## config.mk

```make
export PLATFORM = sky130hd
export DESIGN_NAME = cpu_sequencer_flat
export DESIGN_NICKNAME = d
export VERILOG_FILES = /design/src/rtl/cpu_pkg.sv /design/src/rtl/cpu_sequencer_if.sv /design/src/rtl/cpu_sequencer_cond_check.sv /design/src/rtl/cpu_sequencer.sv /design/src/flat_wrapper.sv
export SDC_FILE = /design/constraint.sdc
export NUM_CORES = 1
export LEC_CHECK = 0
export CORE_ASPECT_RATIO = 0.9
export CORE_UTILIZATION = 25
export DETAILED_ROUTE_END_ITERATION = 6
export GPL_TIMING_DRIVEN = 0
export HOLD_SLACK_MARGIN = 0.02
export PLACE_DENSITY = 0.56
export SYNTH_ARGS = -nofsm -noshare
export SYNTH_HDL_FRONTEND = slang
export SYNTH_SLANG_ARGS = --single-unit
```

## constraint.sdc

```tcl
create_clock -name Clk -period 1.9 [get_ports Clk]
set_input_delay 0.285 -clock Clk [delete_from_list [all_inputs] [get_ports Clk]]
set_output_delay 0.285 -clock Clk [all_outputs]
set_load 0.01 [all_outputs]
```

## src/rtl/cpu_pkg.sv

```systemverilog
// -----------------------------------------------------------------------------
// cpu_pkg
// Shared definitions for the Master CPU control path:
//   - control opcodes (LDR/STR/B/HLT); opcodes below OP_LDR are ALU operations
//   - ARM-style condition codes
//   - bit positions of N/Z/C/V inside the 4-bit flag word
//   - sequencer state encoding
// -----------------------------------------------------------------------------
package cpu_pkg;

    localparam logic [3:0] OP_LDR = 4'hC;
    localparam logic [3:0] OP_STR = 4'hD;
    localparam logic [3:0] OP_B   = 4'hE;
    localparam logic [3:0] OP_HLT = 4'hF;

    localparam logic [3:0] COND_EQ = 4'h0;
    localparam logic [3:0] COND_NE = 4'h1;
    localparam logic [3:0] COND_CS = 4'h2;
    localparam logic [3:0] COND_CC = 4'h3;
    localparam logic [3:0] COND_MI = 4'h4;
    localparam logic [3:0] COND_PL = 4'h5;
    localparam logic [3:0] COND_VS = 4'h6;
    localparam logic [3:0] COND_VC = 4'h7;
    localparam logic [3:0] COND_HI = 4'h8;
    localparam logic [3:0] COND_LS = 4'h9;
    localparam logic [3:0] COND_GE = 4'hA;
    localparam logic [3:0] COND_LT = 4'hB;
    localparam logic [3:0] COND_GT = 4'hC;
    localparam logic [3:0] COND_LE = 4'hD;
    localparam logic [3:0] COND_AL = 4'hE;
    localparam logic [3:0] COND_NV = 4'hF;

    localparam int FLG_N = 3;
    localparam int FLG_Z = 2;
    localparam int FLG_C = 1;
    localparam int FLG_V = 0;

    typedef enum logic [2:0] {
        ST_IDLE,
        ST_FETCH,
        ST_DECODE,
        ST_EXECUTE,
        ST_MEM,
        ST_WB,
        ST_HALT
    } state_t;

    // Everything below the first control opcode goes through the ALU.
    function automatic logic is_alu_op(input logic [3:0] op);
        return op < OP_LDR;
    endfunction

endpackage

```

## src/rtl/cpu_sequencer_if.sv

```systemverilog
// -----------------------------------------------------------------------------
// cpu_sequencer_if
// Bus between the sequencer and the rest of the core.
//   master (sequencer): drives instruction RAM enable/address, Instr, Pc,
//                       Flag, ALU enable, register write strobe, data RAM
//                       enable/direction; receives Ins_Data and New_Flag.
//   slave  (core side): the mirror image.
// -----------------------------------------------------------------------------
interface cpu_sequencer_if #(
    parameter int PC_W = 8
);
    logic            Ins_Enable;
    logic [PC_W-1:0] Ins_Addr;
    logic [31:0]     Ins_Data;
    logic [31:0]     Instr;
    logic [PC_W-1:0] Pc;
    logic [3:0]      New_Flag;
    logic [3:0]      Flag;
    logic            Alu_Enable;
    logic            Reg_WE;
    logic            Mem_Enable;
    logic            Mem_RW;

    modport master (
        output Ins_Enable, Ins_Addr, Instr, Pc, Flag,
               Alu_Enable, Reg_WE, Mem_Enable, Mem_RW,
        input  Ins_Data, New_Flag
    );

    modport slave (
        input  Ins_Enable, Ins_Addr, Instr, Pc, Flag,
               Alu_Enable, Reg_WE, Mem_Enable, Mem_RW,
        output Ins_Data, New_Flag
    );
endinterface

```

## src/rtl/cpu_sequencer_cond_check.sv

```systemverilog
// -----------------------------------------------------------------------------
// cond_check
// Combinational ARM-style condition evaluator.
//   cond : 4-bit condition field of the instruction
//   flag : {N,Z,C,V}
//   pass : 1 when the instruction should execute
// -----------------------------------------------------------------------------
module cond_check
    import cpu_pkg::*;
(
    input  logic [3:0] cond,
    input  logic [3:0] flag,
    output logic       pass
);
    logic n, z, c, v;

    assign n = flag[FLG_N];
    assign z = flag[FLG_Z];
    assign c = flag[FLG_C];
    assign v = flag[FLG_V];

    always_comb begin
        pass = 1'b0;
        case (cond)
            COND_EQ: pass = z;
            COND_NE: pass = !z;
            COND_CS: pass = c;
            COND_CC: pass = !c;
            COND_MI: pass = n;
            COND_PL: pass = !n;
            COND_VS: pass = v;
            COND_VC: pass = !v;
            COND_HI: pass = c && !z;
            COND_LS: pass = !c || z;
            COND_GE: pass = (n == v);
            COND_LT: pass = (n != v);
            COND_GT: pass = !z && (n == v);
            COND_LE: pass = z || (n != v);
            COND_AL: pass = 1'b1;
            default: pass = 1'b0;   // NV
        endcase
    end
endmodule

```

## src/rtl/cpu_sequencer.sv

```systemverilog
// -----------------------------------------------------------------------------
// cpu_sequencer
// Multi-cycle control sequencer: owns Pc, Instr, the NZCV flag register and
// the FETCH/DECODE/EXECUTE/MEM/WB state machine, plus a retired counter.
//   Clk, Reset      : clock, synchronous active-high reset
//   Run             : start pulse, only looked at in IDLE
//   bus (master)    : instruction/data RAM control, Instr, Pc, Flag, strobes
//   Halted          : core stopped by HLT (leaves only through Reset)
//   Retired_Count   : instructions retired since reset (wraps)
// All outputs come straight from flops; the strobes are computed from the
// next state so they line up with the state they belong to.
// -----------------------------------------------------------------------------
module cpu_sequencer
    import cpu_pkg::*;
#(
    parameter int PC_W    = 8,
    parameter int RAM_LAT = 1,
    parameter int CNT_W   = 32
) (
    input  logic             Clk,
    input  logic             Reset,
    input  logic             Run,
    cpu_sequencer_if.master  bus,
    output logic             Halted,
    output logic [CNT_W-1:0] Retired_Count
);
    // Shared FETCH/MEM wait counter; RAM_LAT is at most 4, so 2 bits suffice.
    localparam logic [1:0] LAT_LAST = 2'(RAM_LAT - 1);

    state_t            state_q,    state_d;
    logic [PC_W-1:0]   pc_q,       pc_d;
    logic [31:0]       instr_q,    instr_d;
    logic [3:0]        flag_q,     flag_d;
    logic [CNT_W-1:0]  ret_q,      ret_d;
    logic [1:0]        lat_q,      lat_d;
    logic              ins_en_q,   ins_en_d;
    logic              alu_en_q,   alu_en_d;
    logic              reg_we_q,   reg_we_d;
    logic              mem_en_q,   mem_en_d;
    logic              mem_rw_q,   mem_rw_d;
    logic              halted_q,   halted_d;

    logic [3:0]        opcode;
    logic              s_bit;
    logic [PC_W-1:0]   target;
    logic              cond_pass;

    assign opcode = instr_q[27:24];
    assign s_bit  = instr_q[23];
    assign target = instr_q[3 +: PC_W];

    cond_check u_cond_check (
        .cond (instr_q[31:28]),
        .flag (flag_q),
        .pass (cond_pass)
    );

    always_comb begin
        state_d = state_q;
        pc_d    = pc_q;
        instr_d = instr_q;
        flag_d  = flag_q;
        ret_d   = ret_q;
        lat_d   = lat_q;

        case (state_q)
            ST_IDLE: begin
                lat_d = 2'd0;
                if (Run) begin
                    state_d = ST_FETCH;
                end
            end
            ST_FETCH: begin
                if (lat_q == LAT_LAST) begin
                    instr_d = bus.Ins_Data;
                    lat_d   = 2'd0;
                    state_d = ST_DECODE;
                end else begin
                    lat_d = lat_q + 2'd1;
                end
            end
            ST_DECODE: begin
                if (cond_pass) begin
                    state_d = ST_EXECUTE;
                end else begin
                    // Skipped instructions are neither retired nor written.
                    pc_d    = pc_q + PC_W'(1);
                    state_d = ST_FETCH;
                end
            end
            ST_EXECUTE: begin
                if (is_alu_op(opcode)) begin
                    if (s_bit) begin
                        flag_d = bus.New_Flag;
                    end
                    state_d = ST_WB;
                end else begin
                    case (opcode)
                        OP_LDR, OP_STR: begin
                            lat_d   = 2'd0;
                            state_d = ST_MEM;
                        end
                        OP_B: begin
                            pc_d    = target;
                            ret_d   = ret_q + CNT_W'(1);
                            state_d = ST_FETCH;
                        end
                        default: begin  // HLT
                            ret_d   = ret_q + CNT_W'(1);
                            state_d = ST_HALT;
                        end
                    endcase
                end
            end
            ST_MEM: begin
                if (lat_q == LAT_LAST) begin
                    lat_d   = 2'd0;
                    state_d = ST_WB;
                end else begin
                    lat_d = lat_q + 2'd1;
                end
            end
            ST_WB: begin
                pc_d    = pc_q + PC_W'(1);
                ret_d   = ret_q + CNT_W'(1);
                state_d = ST_FETCH;
            end
            ST_HALT: begin
                state_d = ST_HALT;
            end
            default: begin
                state_d = ST_IDLE;
            end
        endcase

        // Registered strobes, decoded from the state being entered.
        ins_en_d = (state_d == ST_FETCH);
        alu_en_d = (state_d == ST_EXECUTE) || (state_d == ST_MEM) || (state_d == ST_WB);
        mem_en_d = (state_d == ST_MEM);
        mem_rw_d = !((state_d == ST_MEM) && (opcode == OP_STR));
        reg_we_d = (state_d == ST_WB) && (opcode != OP_STR);
        halted_d = (state_d == ST_HALT);
    end

    always_ff @(posedge Clk) begin
        if (Reset) begin
            state_q  <= ST_IDLE;
            pc_q     <= '0;
            instr_q  <= '0;
            flag_q   <= 4'b0000;
            ret_q    <= '0;
            lat_q    <= 2'd0;
            ins_en_q <= 1'b0;
            alu_en_q <= 1'b0;
            reg_we_q <= 1'b0;
            mem_en_q <= 1'b0;
            mem_rw_q <= 1'b1;
            halted_q <= 1'b0;
        end else begin
            state_q  <= state_d;
            pc_q     <= pc_d;
            instr_q  <= instr_d;
            flag_q   <= flag_d;
            ret_q    <= ret_d;
            lat_q    <= lat_d;
            ins_en_q <= ins_en_d;
            alu_en_q <= alu_en_d;
            reg_we_q <= reg_we_d;
            mem_en_q <= mem_en_d;
            mem_rw_q <= mem_rw_d;
            halted_q <= halted_d;
        end
    end

    assign bus.Ins_Enable = ins_en_q;
    assign bus.Ins_Addr   = pc_q;
    assign bus.Pc         = pc_q;
    assign bus.Instr      = instr_q;
    assign bus.Flag       = flag_q;
    assign bus.Alu_Enable = alu_en_q;
    assign bus.Reg_WE     = reg_we_q;
    assign bus.Mem_Enable = mem_en_q;
    assign bus.Mem_RW     = mem_rw_q;
    assign Halted         = halted_q;
    assign Retired_Count  = ret_q;

endmodule

```

## src/flat_wrapper.sv

```systemverilog
// flat-port wrapper written by rule: the top's interface ports become plain ports
module cpu_sequencer_flat import cpu_pkg::*;
#(
    parameter int PC_W    = 8,
    parameter int RAM_LAT = 1,
    parameter int CNT_W   = 32
)
  (Clk, Reset, Run, Halted, Retired_Count, bus_Ins_Enable, bus_Ins_Addr, bus_Instr, bus_Pc, bus_Flag, bus_Alu_Enable, bus_Reg_WE, bus_Mem_Enable, bus_Mem_RW, bus_Ins_Data, bus_New_Flag);
  cpu_sequencer_if #(.PC_W(PC_W)) bus_i ();
  input  logic Clk;
  input  logic Reset;
  input  logic Run;
  output logic Halted;
  output logic [CNT_W-1:0] Retired_Count;
  output wire logic [$bits(bus_i.Ins_Enable)-1:0] bus_Ins_Enable;
  output wire logic [$bits(bus_i.Ins_Addr)-1:0] bus_Ins_Addr;
  output wire logic [$bits(bus_i.Instr)-1:0] bus_Instr;
  output wire logic [$bits(bus_i.Pc)-1:0] bus_Pc;
  output wire logic [$bits(bus_i.Flag)-1:0] bus_Flag;
  output wire logic [$bits(bus_i.Alu_Enable)-1:0] bus_Alu_Enable;
  output wire logic [$bits(bus_i.Reg_WE)-1:0] bus_Reg_WE;
  output wire logic [$bits(bus_i.Mem_Enable)-1:0] bus_Mem_Enable;
  output wire logic [$bits(bus_i.Mem_RW)-1:0] bus_Mem_RW;
  input wire logic [$bits(bus_i.Ins_Data)-1:0] bus_Ins_Data;
  input wire logic [$bits(bus_i.New_Flag)-1:0] bus_New_Flag;
  assign bus_Ins_Enable = bus_i.Ins_Enable;
  assign bus_Ins_Addr = bus_i.Ins_Addr;
  assign bus_Instr = bus_i.Instr;
  assign bus_Pc = bus_i.Pc;
  assign bus_Flag = bus_i.Flag;
  assign bus_Alu_Enable = bus_i.Alu_Enable;
  assign bus_Reg_WE = bus_i.Reg_WE;
  assign bus_Mem_Enable = bus_i.Mem_Enable;
  assign bus_Mem_RW = bus_i.Mem_RW;
  assign bus_i.Ins_Data = bus_Ins_Data;
  assign bus_i.New_Flag = bus_New_Flag;
  cpu_sequencer #(.PC_W(PC_W), .RAM_LAT(RAM_LAT), .CNT_W(CNT_W)) u_core (.Clk(Clk), .Reset(Reset), .Run(Run), .bus(bus_i), .Halted(Halted), .Retired_Count(Retired_Count));
endmodule
```

==> metrics.md <==
| Metric | Value |
|---|---|
| Die X | `135 um` |
| Total wire length | `12,400 um` |
| CTS hold repair buffers | `0` |
| Area contributors post-synth | `dfxtp_1, nand2_1, a21oi_1` |
| Die ar. | `16,400 um^2` |
| CP Launch Type | `register` |
| Min-Delay Path Class | `register to register` |
| Final Setup Violations | `1` |
| CTS root buffer | `clkbuf_16` |
| Synth Register Bits | `87` |
| Clk_skew | `0.00755 ns` |
| Post-Syn Area | `3980 um^2` |
| Status | `complete, but fails checks` |
| Data arrival, critical path | `2.12 ns` |
| Area grow syn2layout | `53.8%` |
| Boundary Pins | `129` |
| Global-route wire length before repair | `19,700 um` |
| DRT antenna net count | `0` |
| Clock share of power | `38.6%` |
| Ys async rst share | `0%` |
| Placed Cells | `820` |
| Initial Utilization | `25.7%` |
| N_diodes | `0` |
| Worst-Margin Slew | `0.621 ns` |
| Clock-pin slew on the worst setup and hold paths | `0.06 ns` |
| Sequential fraction of the synthesis area | `43.8%` |
| CTS Buffer Depth | `2` |
| Fmax | `526 MHz` |
| Design Power | `4.22 mW` |
| Mapped Avg Cell Area | `8.12 um^2` |
| Placed wire-length estimate | `9170 um` |
| Dominant cell type by area after synthesis | `dfxtp_1` |
| Total GRT Usage | `15.5%` |
| Placed inst area | `5510 um^2` |
| Final #Nets | `686` |
| Pwr dens | `689 nW/um^2` |
| Design area | `6120 um^2` |
| CTS tree | `built` |
| Largest net degree at the start of global routing | `14` |
| Crit path time final | `1.90 ns` |
| Grt total ovfl | `0` |
| Clk sinks | `87` |
| Count of cell types in the netlist | `55` |
| Most common cell after layout, fill and taps aside | `clkdlybuf4s50_1` |
| Vias in the first global route | `3,890` |
| Die height | `122 um` |
| Cell count after synthesis | `490` |
| Seq pwr share | `46.4%` |
| Number of enable flip-flop cells after synthesis | `0` |
| Synth warn | `0` |
| Placer congestion estimate | `0.799` |
| Slowest Stage Delay on Critical Path | `0.33 ns` |
| Switching portion of total power | `26.3%` |
| R2r setup slk | `-0.002 ns` |
| Worst Path Required | `2.12 ns` |
| Skew-Pair Late Insertion Delay | `0.35 ns` |
| Fin util | `39.5%` |
| CP endpoint kind | `register` |
| Core box area | `15,500 um^2` |
| Unrepaired setup endpoints after global routing | `true` |
| Most frequent cells in the layout | `clkdlybuf4s50_1, nand2_1, dfxtp_1` |
| Slew Viols, Final | `0` |
| CP max stage cell | `dfxtp_2` |
| Synth Net Count | `533` |
| Setup Crit Path Kind | `register to register` |
| Leak | `2.07 nW` |
| DRC errors left | `0` |
| Peak supply drop | `0.450 mV` |
| Period utilization | `100%` |
| Via count | `3,987` |
| Number of DRC markers in iteration 0 | `168` |
| H-tree depth | `3` |
| Proportion of layout cells with a drive suffix above 1 | `15.5%` |
| Non-filler cells, final | `849` |
| Initial antenna violation count | `0` |
| Fin Hold WS | `0.454 ns` |
| Synth top area share | `43.8%` |
| CTS Buf Count | `9` |
| Buffers on Ports | `128` |
| FP Rows | `43` |
| PnR worst setup slack | `-0.00179 ns` |
| Net switching power | `1.11 mW` |
| Setup TNS | `-0.00179 ns` |
| Vias per cell | `4.70` |
| Pre-antenna DRT Iters | `5` |
| Failing checks | `setup timing` |
| Wirelength per Cell | `14.7 um` |
| Crit-path cells | `buf_6 > and2_4 > o21a_4 > o311ai_4 > o2111ai_4 > buf_4 > a21oi_2 > o32ai_2` |
| Comb pwr share | `15.0%` |
| Slew margin rel. | `58.6%` |
| Final count of hold timing violations | `0` |
| Setup Slack @ Placement | `-0.298 ns` |
| Worst Path Max Fanout | `8` |
| Max Cap Violations | `0` |
| Internal Power | `3.11 mW` |
| Top_reg_cell synth | `dfxtp_1` |
final timing paths:
check / endpoint / cells after the start / from
hold / removal: u_core.bus.Instr[13]$_SDFFE_PP0P_ / 2 / u_core.bus.Instr[13]$_SDFFE_PP0P_
setup reg to reg: u_core.bus.Ins_Addr[3]$_SDFFE_PP0P_ / 8 / u_core.bus.Instr[30]$_SDFFE_PP0P_
hold reg to reg: u_core.bus.Instr[13]$_SDFFE_PP0P_ / 2 / u_core.bus.Instr[13]$_SDFFE_PP0P_
setup / recovery: u_core.bus.Ins_Addr[3]$_SDFFE_PP0P_ / 8 / u_core.bus.Instr[30]$_SDFFE_PP0P_
what timing repair did:
item / in CTS / in global routing
setup endpoints to repair: 51 / 70
pin swaps: 6 / 8
setup buffers: 4 / 8
gates cloned: 1 / 1
gates resized for setup: 17 / 50
synth_stat cells, types with 2 or more instances:
cell type  number
o21ai_1         5
and3_1          7
buf_2           4
o32ai_2         2
nor2_1         55
a22oi_1         3
buf_4          10
nand2b_1        6
nor3b_1         2
and2_1          2
a21oi_1        51
a22o_1          2
nand2_1        84
mux2i_1         6
or2_0           2
ha_1            4
xor2_1         10
nor3_1         16
nand4_1         6
xnor2_1        20
nor3_2          2
nor4_1          5
nand4b_1        2
o21ai_0         7
or2_1           2
nand3b_1        3
inv_1          10
nand3_1        23
or3_1           5
nor2b_1         4
buf_6           2
dfxtp_1        87
a21oi_2         2
clkbuf_1       18
metal layers:
metal / share of wire (%) / routed length (um) / GRT usage (%)
met1: 45 / 5650 / 19.2
met2: 47 / 5800 / 25.3
met3: 5.7 / 713 / 4.74
met4: 2.2 / 279 / 5.62
met5: 0 / 0 / 0
critical path, delay by kind of cell (launching register included):
family | cells | cell delay (ns)
AO/OA/AOI/OAI | 5 | 0.95
AND/OR/NAND/NOR | 1 | 0.14
buffers and inverters | 2 | 0.35
flip-flops | 1 | 0.33
power groups by stage:
stage / clock network (mW) / logic, mW / registers (mW)
finish: 1.63 / 0.631 / 1.96
global route: 1.75 / 0.691 / 1.97
CTS: 1.67 / 0.619 / 1.96
detailed placement: 0 / 0.592 / 2.00
global placement: 0 / 0.583 / 2.00
floorplan: 0 / 0.261 / 2.01
flip-flops by register name, indices dropped and copies added (netlist names):
| register | flops |
|---|---|
| u_core.bus.Flag | 4 |
| u_core.bus.Reg_WE | 1 |
| u_core.bus.Instr | 32 |
| u_core.bus.Mem_Enable | 1 |
| u_core.state_q | 3 |
| u_core.bus.Mem_RW | 1 |
| u_core.lat_q | 2 |
| u_core.bus.Ins_Addr | 8 |
| u_core.bus.Alu_Enable | 1 |
| u_core.Halted | 1 |
| u_core.bus.Ins_Enable | 1 |
| u_core.Retired_Count | 32 |
layout make-up:
cell class / instances / area (um^2)
clock inverters: 3 / 20.0
plain buffers: 34 / 198
well taps: 202 / 253
repair buffers: 142 / 1380
inverters: 10 / 37.5
flip-flops and latches: 87 / 1770
multi-input cells: 359 / 2210
clock buffers: 12 / 246
fillers: 1577 / 9370
cell families (layout without fill, tap and decap cells):
| family | after synthesis | in the layout | share of synthesized area [%] |
|---|---|---|---|
| flip-flops | 87 | 87 | 43.8 |
| XOR/XNOR | 30 | 30 | 6.60 |
| adder cells (fa/ha/maj) | 4 | 4 | 1.26 |
| AND/OR/NAND/NOR | 232 | 232 | 27.6 |
| buffers and inverters | 44 | 201 | 5.60 |
| multiplexers | 6 | 6 | 1.51 |
| AO/OA/AOI/OAI | 87 | 87 | 13.6 |
No activity file was read; power rests on OpenSTA's default activity.
